## src/rtl/serial_tx.sv

```systemverilog
// Serial frame transmitter: start bit, WIDTH data bits LSB first, optional parity, stop bit.
// Define SERIAL_TX_PARITY_EN to insert an even-parity bit between the data and stop bits.
module serial_tx #(
  parameter int WIDTH        = 8,
  parameter int CLKS_PER_BIT = 4
) (
  input  logic             clk,
  input  logic             reset,
  input  logic             load,
  input  logic [WIDTH-1:0] data_in,
  output logic             tx,
  output logic             busy,
  output logic             done
);

  localparam int TW = (CLKS_PER_BIT > 1) ? $clog2(CLKS_PER_BIT) : 1;
  localparam int BW = (WIDTH > 1) ? $clog2(WIDTH) : 1;
  localparam logic [TW-1:0] T_LAST = TW'(CLKS_PER_BIT - 1);
  localparam logic [BW-1:0] B_LAST = BW'(WIDTH - 1);

  typedef enum logic [2:0] {
    IDLE, START, DATA, PARITY, STOP
  } state_t;

  state_t           state, state_n;
  logic [TW-1:0]    timer, timer_n;
  logic [BW-1:0]    bitcnt, bitcnt_n;
  logic [WIDTH-1:0] shreg, shreg_n;
  logic             tx_n, busy_n, done_n;
  logic             last;
`ifdef SERIAL_TX_PARITY_EN
  logic             par, par_n;
`endif

  always_ff @(posedge clk or negedge reset) begin
    if (!reset) begin
      state  <= IDLE;
      timer  <= '0;
      bitcnt <= '0;
      shreg  <= '0;
      tx     <= 1'b1;
      busy   <= 1'b0;
      done   <= 1'b0;
`ifdef SERIAL_TX_PARITY_EN
      par    <= 1'b0;
`endif
    end else begin
      state  <= state_n;
      timer  <= timer_n;
      bitcnt <= bitcnt_n;
      shreg  <= shreg_n;
      tx     <= tx_n;
      busy   <= busy_n;
      done   <= done_n;
`ifdef SERIAL_TX_PARITY_EN
      par    <= par_n;
`endif
    end
  end

  always_comb begin
    state_n  = state;
    timer_n  = timer;
    bitcnt_n = bitcnt;
    shreg_n  = shreg;
`ifdef SERIAL_TX_PARITY_EN
    par_n    = par;
`endif
    last = (timer == T_LAST);
    if (state != IDLE)
      timer_n = last ? '0 : timer + TW'(1);
    unique case (state)
      IDLE: begin
        if (load) begin
          state_n  = START;
          shreg_n  = data_in;
          timer_n  = '0;
          bitcnt_n = '0;
`ifdef SERIAL_TX_PARITY_EN
          par_n    = ^data_in;
`endif
        end
      end
      START: if (last) state_n = DATA;
      DATA: begin
        if (last) begin
          shreg_n = shreg >> 1;
          if (bitcnt == B_LAST) begin
            bitcnt_n = '0;
`ifdef SERIAL_TX_PARITY_EN
            state_n  = PARITY;
`else
            state_n  = STOP;
`endif
          end else begin
            bitcnt_n = bitcnt + BW'(1);
          end
        end
      end
      PARITY: if (last) state_n = STOP;
      STOP: if (last) state_n = IDLE;
      default: state_n = IDLE;
    endcase
  end

  // Outputs are registered from next-state values so they line up with the state.
  always_comb begin
    tx_n   = 1'b1;
    busy_n = (state_n != IDLE);
    done_n = (state_n == STOP) && (timer_n == T_LAST);
    unique case (state_n)
      START: tx_n = 1'b0;
      DATA:  tx_n = shreg_n[0];
`ifdef SERIAL_TX_PARITY_EN
      PARITY: tx_n = par_n;
`endif
      default: tx_n = 1'b1;
    endcase
  end

endmodule

```

## config.mk

```make
export PLATFORM = sky130hd
export DESIGN_NAME = serial_tx
export DESIGN_NICKNAME = d
export VERILOG_FILES = /design/src/rtl/serial_tx.sv
export SDC_FILE = /design/constraint.sdc
export NUM_CORES = 1
export LEC_CHECK = 0
export CAP_MARGIN = 30
export CORE_MARGIN = 1.5
export CORE_UTILIZATION = 45
export CTS_CLUSTER_DIAMETER = 50
export DETAILED_ROUTE_END_ITERATION = 16
export GPL_TIMING_DRIVEN = 0
export HOLD_SLACK_MARGIN = 0.12
export PLACE_DENSITY = 0.68
export SYNTH_ARGS = -nofsm -noshare
export SYNTH_HDL_FRONTEND = slang
export SYNTH_SLANG_ARGS = --single-unit
export TNS_END_PERCENT = 10
```

## constraint.sdc

```tcl
create_clock -name clk -period 4.59 [get_ports clk]
set_input_delay 0.6885 -clock clk [delete_from_list [all_inputs] [get_ports clk]]
set_output_delay 0.6885 -clock clk [all_outputs]
set_load 0.05 [all_outputs]
```

==> summary.md, run 1 <==
| Metric | Value |
|---|---|
| CP bufs+invs | 1 |
| Pre-CTS WS | 2.24 ns |
| Max clock buf depth | 2 |
| Setup TNS | 0 ns |
| Power density cells | 574 nW/um^2 |
| Max_slew headroom | 43.6% |
| IO Pins | 14 |
| Crit path launch type | register |
| Hold WS | 0.502 ns |
| Synthesized cell area | 998 sq um |
| Clk root buf | clkbuf_4 |
| CTS Sinks | 19 |
| Worst setup margin | 2.30 ns |
| Fin. max-slew vios | 0 |
| H-tree depth | 1 |
| Count of cell types in the netlist | 38 |
| Arrival time at the worst endpoint | 1.60 ns |
| Final Hold Fails | 0 |
| Synth warnings | 0 |
| Worst path required time | 3.90 ns |
| EDFF count, synth | 0 |
| Layout area overhead | 19.0% |
| CP delay by family, top | buffers and inverters |
| Placer Congestion | 0.830 |
| Critical path cell sequence | clkdlybuf4s50_1 |
| DP Wirelength | 1280 microns |
| First-pass GRT wire length | 2990 microns |
| Synth Instances | 92 |
| RSZ-0062 raised after global routing | no |
| Share of layout cells above drive strength 1 | 19.3% |
| Core ar. | 2020 sq um |
| Clock latency on the worst-skew pair | 0.29 ns |
| First-pass detailed-route iteration total | 4 |
| GRT overflow | 0 |
| Crit path max fanout | 1 |
| Max rail drop VDD | 0.000381 V |
| Fin util | 58.8% |
| Hold crit path type | register to register |
| Min cycle time layout | 2.29 ns |
| # hold bufs at CTS | 0 |
| 1st-iter DRT viols | 11 |
| Maxcap violations | 0 |
| Synth Area per Inst | 10.9 sq um |
| Fmax | 436 MHz |
| Sequential share of the synthesized area | 47.7% |
| Asr flop ratio synth | 100% |
| DR vias | 756 |
| Vias/cell | 5.56 |
| Pin count of the biggest net entering global routing | 20 |
| Slowest CP cell | clkdlybuf4s50_1 |
| Ys flop type | dfrtp_1 |
| Drt drc | 0 |
| Final setup fails | 0 |
| Skew final | 0.00666 ns |
| NumNets Final | 124 |
| Post-Syn Nets | 106 |
| FP Rows | 16 |
| Clock tree from TritonCTS | done |
| Starting Density | 49.4% |
| Die ar. | 2510 sq um |
| GRT Total Usage | 15.7% |
| Run status | complete, no violations |
| Initial antenna violation count | 0 |
| WL final | 1780 microns |
| Setup bufs post-CTS | 0 |
| Max stage delay on crit path | 0.78 ns |
| Synth Register Bits | 19 |
| Vias in the first global route | 681 |
| Per-cell routed wire length | 13.1 microns |
| Detail Route Antenna Nets | 0 |
| Horiz. Die Dim | 50.1 microns |
| Die Height | 50.1 microns |
| Clk pin slew, worst setup/hold paths | 0.10 ns |
| Post-cts gate resize count | 0 |
| Fraction of the cycle the final worst path needs | 49.9% |
| Worst slew pin tran | 0.843 ns |
| Total CTS buffers | 3 |
| Crit Path Class | register to output pin |
| Leak Pwr | 0.560 nW |
| Critical Path End Type | output pin |
| PortBufs | 13 |
| # diodes | 0 |
==> placed cells by master, fill, tap and decap left out, drive strengths merged <==
cell type and n:
dfrtp 18, nor3 1, o211ai 2, clkbuf 4
nand2 11, nand2b 1, nor2b 1, a21o 1
a21oi 1, or4b 1, inv 5, o41ai 1
nor4b 1, dfstp 1, clkdlybuf4s50 13, mux2 1
nor2 2, or3b 2, a31o 1, and4bb 1
or2b 1, ha 3, nand3b 1, o21ai 1
and3b 1, a22oi 7, a211oi 2, or3 2
mux2i 1, a41oi 1, or4bb 1, buf 6
nand3 12, a22o 1
==> worst paths after layout <==
path | start | endpoint | slack [ns] | depth (start not counted)
worst max-delay path | tx | tx | 2.30 | 1
worst min-delay path | shreg[2] | shreg[2] | 0.50 | 2
worst max register to register | timer[0] | done | 2.90 | 4
worst min register to register | shreg[2] | shreg[2] | 0.50 | 2
max in group asynchronous | reset | shreg[6] | 3.20 | 1
min in group asynchronous | reset | bitcnt[0] | 0.87 | 1
==> synth_stat cells, types with 2 or more instances <==
library cell   n  share of area, %
nand2_1       11               4.1
a22oi_1        6               4.5
buf_6          2               2.3
o211ai_1       2               1.5
a211oi_1       2               1.5
nand3_1       11               5.5
or3_1          2               1.3
ha_1           3               3.8
dfrtp_1       18                45
inv_1          5               1.9
buf_2          3               1.5
==> state kept, by name (all words and copies together) (netlist names) <==
| name | cells |
|---|---|
| busy | 1 |
| timer | 2 |
| state | 3 |
| done | 1 |
| tx | 1 |
| bitcnt | 3 |
| shreg | 8 |
==> cells by family after synthesis <==
family	count (synthesis)	synth area share (%)
flops	19	47.7
buf+inv	11	6.01
simple gates	39	24.7
compound gates	18	15.7
mux	2	2.13
fa+ha+maj	3	3.76
==> where the power goes <==
part / switching [mW] / total (mW) / internal [mW]
Sequential: 0.0392 / 0.275 / 0.236
Clock: 0.0475 / 0.0813 / 0.0338
Combinational: 0.181 / 0.326 / 0.145
==> metal layers <==
layer / share of wire (%) / wire length, microns / global-route usage [%]
met5: 0 / 0 / 0
met4: 1.3 / 24 / 6.94
met3: 3.3 / 58 / 2.73
met2: 47 / 829 / 24.1
met1: 49 / 869 / 21.4
==> stage by stage <==
| step | std cells | area (sq um) | total power [mW] |
|---|---|---|---|
| floorplan | 92 | 998 | 0.525 |
| global placement | 132 | 1160 | 0.596 |
| detailed placement | 132 | 1160 | 0.605 |
| CTS | 136 | 1190 | 0.688 |
| global route | 136 | 1190 | 0.736 |
| finish | 136 | 1190 | 0.682 |
==> cell type report <==
class                      count  area, sq um
multi-input combinational     62          462
timing repair buffer          13          130
inverter                       5         18.8
fill                         176          833
tap                           27         33.8
clock buffer                   4         26.3
sequential                    19          477
buffer                         6         41.3
Power figures use the tool's default switching activity.
==> run 2, diff against run 1 <==
--- a/config.mk
+++ b/config.mk
@@ -12,7 +12,7 @@
 export DETAILED_ROUTE_END_ITERATION = 16
 export GPL_TIMING_DRIVEN = 0
 export HOLD_SLACK_MARGIN = 0.12
-export PLACE_DENSITY = 0.68
+export PLACE_DENSITY = 0.7
 export SYNTH_ARGS = -nofsm -noshare
 export SYNTH_HDL_FRONTEND = slang
 export SYNTH_SLANG_ARGS = --single-unit
==> constraint.sdc (replaced) <==
create_clock -name clk -period 2 [get_ports clk]
set_input_delay 0.3 -clock clk [delete_from_list [all_inputs] [get_ports clk]]
set_output_delay 0.3 -clock clk [all_outputs]
set_load 0.05 [all_outputs]
==> summary.md, run 2 (synthesis results as in run 1) <==
| Metric | Value |
|---|---|
| Run status | complete, no violations |
| Final setup fails | 0 |
| FP Rows | 16 |
| Fin cells | 136 |
| Max clock buf depth | 2 |
| WL final | 1850 microns |
| Setup TNS | 0 ns |
| H-tree depth | 1 |
| Per-cell routed wire length | 13.6 microns |
| Slowest CP cell | clkdlybuf4s50_1 |
| Die Height | 50.1 microns |
| Fin. max-slew vios | 0 |
| Crit path launch type | register |
| NumNets Final | 124 |
| Biggest register | shreg |
| CP bufs+invs | 1 |
| Most frequent cells in the layout | dfrtp_1 (18), clkdlybuf4s50_1 (13), nand2_1 (11), nand3_1 (11), a22oi_1 (6) |
| Min cycle time layout | 1.92 ns |
| Drt drc | 0 |
| Arrival time at the worst endpoint | 1.62 ns |
| Final Hold Fails | 0 |
| Clock latency on the worst-skew pair | 0.30 ns |
| Detail Route Antenna Nets | 0 |
| Hold crit path type | input pin to asynchronous set/reset pin |
| First-pass detailed-route iteration total | 4 |
| First-pass GRT wire length | 3420 microns |
| Crit path max fanout | 1 |
| Clk pin slew, worst setup/hold paths | 0.12 ns |
| CTS Sinks | 19 |
| Max_slew headroom | 43.3% |
| # hold bufs at CTS | 0 |
| Placed cell count | 132 |
| PortBufs | 13 |
| Fin util | 58.8% |
| Critical path cell sequence | clkdlybuf4s50_1 |
| 1st-iter DRT viols | 13 |
| Commonest non-fill, non-tap cell in the layout | dfrtp_1 |
| DP Wirelength | 1320 microns |
| Clk root buf | clkbuf_4 |
| Fmax | 521 MHz |
| GRT Total Usage | 18.2% |
| Total CTS buffers | 3 |
| Fraction of the cycle the final worst path needs | 96.0% |
| DR vias | 748 |
| Starting Density | 49.4% |
| Post-cts gate resize count | 0 |
| Max FFs per register | 8 |
| Share of layout cells above drive strength 1 | 20.2% |
| Initial antenna violation count | 0 |
| Vias/cell | 5.50 |
| Regs by FF count | shreg: 8 flops, bitcnt: 3 flops, state: 3 flops |
| Die ar. | 2510 sq um |
| Leak Pwr | 0.563 nW |
| Layout area overhead | 19.2% |
| Skew final | 0.00556 ns |
| Critical Path End Type | output pin |
| IO Pins | 14 |
| Maxcap violations | 0 |
| RSZ-0062 raised after global routing | no |
| Vias in the first global route | 751 |
| Power density cells | 1330 nW/um^2 |
| Horiz. Die Dim | 50.1 microns |
| Fillers | 191 |
| Worst path required time | 1.70 ns |
| Placer Congestion | 0.845 |
| # diodes | 0 |
| Max rail drop VDD | 0.000643 V |
| Pin count of the biggest net entering global routing | 20 |
| Clock tree from TritonCTS | done |
| Worst slew pin tran | 0.847 ns |
| Max stage delay on crit path | 0.78 ns |
| Core ar. | 2020 sq um |
| GRT overflow | 0 |
| CP delay by family, top | buffers and inverters |
| Setup bufs post-CTS | 0 |
| Crit Path Class | register to output pin |
-- run 2: cell count changes in the layout (fill, tap and decap cells not counted) --
| cell | previous run | this run |
|---|---|---|
| clkbuf_1 | 1 | 0 |
| clkinv_2 | 0 | 1 |
-- run 2: path summary, 6_finish.rpt --
check	startpoint	end	slack, ns	depth (start not counted)
min reg2reg	shreg[5]	shreg[5]	0.51	2
max reg2reg	timer[0]	done	0.32	4
min in group clk	shreg[5]	shreg[5]	0.51	2
max	tx	tx	0.08	1
min	reset	bitcnt[1]	0.47	1
max in group asynchronous	reset	state[2]	1.01	1
-- run 2: layer usage --
metal,vias up,track usage (%),routed length (microns)
met1,361,26.1,899
met3,4,2.73,46
met2,11,27.0,871
met4,0,8.33,27
met5,-,0,0
li1,372,-,-
-- run 2: layout make-up --
class	instances	area [sq um]	share of cell area, %
well taps	27	33.8	2.84
flip-flops and latches	19	477	40.1
clock buffers	3	22.5	1.89
multi-input cells	62	462	38.8
inverters	5	18.8	1.58
plain buffers	6	41.3	3.47
clock inverters	1	5.00	0.421
repair buffers	13	130	10.9
-- run 2: where the power goes --
part	leakage, nW	total [mW]	internal, mW	switching [mW]
Clock	0.0177	0.202	0.0746	0.128
Sequential	0.239	0.625	0.540	0.0853
Combinational	0.307	0.752	0.335	0.417
-- run 2: stage by stage --
stage	area [sq um]	setup slack [ns]	total power, mW	hold slack (ns)
global placement	1160	0.0459	1.36	0.473
finish	1190	0.0808	1.58	0.466
floorplan	998	0.456	1.21	0.00441
CTS	1190	0.0683	1.60	0.499
global route	1190	0.0435	1.72	0.541
detailed placement	1160	0.0472	1.39	0.479
==> run 3, diff against run 2 <==
--- a/config.mk
+++ b/config.mk
@@ -13,6 +13,7 @@
 export GPL_TIMING_DRIVEN = 0
 export HOLD_SLACK_MARGIN = 0.12
 export PLACE_DENSITY = 0.7
+export SLEW_MARGIN = 25
 export SYNTH_ARGS = -nofsm -noshare
 export SYNTH_HDL_FRONTEND = slang
 export SYNTH_SLANG_ARGS = --single-unit
==> summary.md, run 3 (synthesis results as in run 1) <==
| Metric | Value |
|---|---|
| CP delay by family, top | buffers and inverters |
| WP depth | 1 |
| CP bufs+invs | 1 |
| Skew final | 0.00504 ns |
| Drt drc | 0 |
| Run status | complete, no violations |
| Die ar. | 2510 sq um |
| Worst slew pin tran | 0.581 ns |
| Final instance area | 1200 sq um |
| Final setup fails | 0 |
| Worst path required time | 1.70 ns |
| Max clock buf depth | 2 |
| Crit path launch type | register |
| Per-cell routed wire length | 13.6 microns |
| Max stage delay on crit path | 0.78 ns |
| Placer Congestion | 0.845 |
| Clk pin slew, worst setup/hold paths | 0.12 ns |
| Maxcap violations | 0 |
| Worst setup margin | 0.0815 ns |
| Clock tree from TritonCTS | done |
| Vias in the first global route | 751 |
| Max FFs per register | 8 |
| DR vias | 753 |
| Die Height | 50.1 microns |
| Final Hold Fails | 0 |
| WL final | 1860 microns |
| Most frequent cells in the layout | dfrtp_1 (18), clkdlybuf4s50_1 (13), nand2_1 (11), nand3_1 (11), a22oi_1 (6) |
| Pre-CTS WS | 0.0472 ns |
| R2R depth | 4 |
| GRT Total Usage | 18.2% |
| Horiz. Die Dim | 50.1 microns |
| Power density cells | 1310 nW/um^2 |
| H-tree depth | 1 |
| FP Rows | 16 |
| Share of layout cells above drive strength 1 | 20.9% |
| Critical Path End Type | output pin |
| Min cycle time layout | 1.92 ns |
| 1st-iter DRT viols | 13 |
| Biggest register | shreg |
| Clk root buf | clkbuf_4 |
| IO Pins | 14 |
| Commonest non-fill, non-tap cell in the layout | dfrtp_1 |
| RSZ-0062 raised after global routing | no |
| Post-cts gate resize count | 0 |
| Crit Path Class | register to output pin |
| Fraction of the cycle the final worst path needs | 95.9% |
| Internal cell power | 0.953 mW |
| Clock latency on the worst-skew pair | 0.30 ns |
| CTS Sinks | 19 |
| Max_slew headroom | 61.1% |
| Part of the power in the clock network | 12.8% |
| Setup bufs post-CTS | 0 |
| Critical path cell sequence | clkdlybuf4s50_1 |
| Fmax | 521 MHz |
| Sequential Power Share | 39.5% |
| Total CTS buffers | 3 |
| Sw Ratio | 39.8% |
| Initial antenna violation count | 0 |
| First-pass detailed-route iteration total | 4 |
| DP Wirelength | 1320 microns |
| Fin. max-slew vios | 0 |
| Starting Density | 49.4% |
| Core ar. | 2020 sq um |
| Setup TNS | 0 ns |
| PortBufs | 13 |
| Pin count of the biggest net entering global routing | 20 |
| Slowest CP cell | clkdlybuf4s50_1 |
| Vias/cell | 5.50 |
| Hold crit path type | input pin to asynchronous set/reset pin |
| Layout area overhead | 20.7% |
| P_sw | 0.630 mW |
| Leak Pwr | 0.570 nW |
| Max rail drop VDD | 0.000644 V |
| GRT overflow | 0 |
| First-pass GRT wire length | 3420 microns |
| Regs by FF count | shreg: 8 flops, bitcnt: 3 flops, state: 3 flops |
| Detail Route Antenna Nets | 0 |
| # diodes | 0 |
| Placed inst area | 1160 sq um |
| Comb pwr share | 47.8% |
| Crit path max fanout | 1 |
| # hold bufs at CTS | 0 |
| Arrival time at the worst endpoint | 1.62 ns |
| NumNets Final | 125 |
-- run 3: final cells by class --
cell class | count | area [sq um]
Fill cell | 189 | 817
Sequential cell | 19 | 477
Multi-Input combinational cell | 62 | 462
Timing Repair Buffer | 14 | 145
Buffer | 6 | 41.3
Tap cell | 27 | 33.8
Clock buffer | 3 | 22.5
Inverter | 5 | 18.8
Clock inverter | 1 | 5.00
-- run 3: worst reg2reg max path: cells and delay by family, from the launching register on --
family	cells	cell delay [ns]
AOI/OAI and AO/OA	1	0.22
adders and majority gates	1	0.29
DFF	1	0.41
muxes	1	0.29
and+or+nand+nor	1	0.38
-- run 3: through the flow --
step / instances / power [mW] / utilization, % / hold WS, ns
3_3_place_gp: 132 / 1.36 / 57.5 / 0.473
3_5_place_dp: 132 / 1.39 / 57.5 / 0.479
2_1_floorplan: 92 / 1.21 / - / 0.00441
5_1_grt: 137 / 1.72 / 59.6 / 0.303
4_1_cts: 136 / 1.60 / 58.8 / 0.499
6_report: 137 / 1.58 / 59.6 / 0.290
-- run 3: final timing paths --
kind                          start         to  slack (ns)
max                              tx         tx        0.08
min                           reset   shreg[0]        0.29
max reg2reg                timer[0]       done        0.32
min reg2reg                shreg[5]   shreg[5]        0.51
max in group asynchronous     reset  bitcnt[0]        1.29
min in group clk           shreg[5]   shreg[5]        0.51
-- run 3: layer usage --
layer	share of wire, %	wire [microns]	GRT usage, %	vias to the layer above
li1	-	-	-	374
met1	49	916	26.1	364
met2	47	869	27.0	11
met3	2.5	46	2.73	4
met4	1.5	27	8.33	0
met5	0	0	0	-
-- run 3: power groups by stage --
stage	combinational, mW	sequential, mW	clock, mW
after floorplan	0.514	0.691	0
after global placement	0.731	0.628	0
after detailed placement	0.757	0.635	0
after CTS	0.760	0.626	0.210
after global routing	0.853	0.648	0.224
final	0.756	0.625	0.202
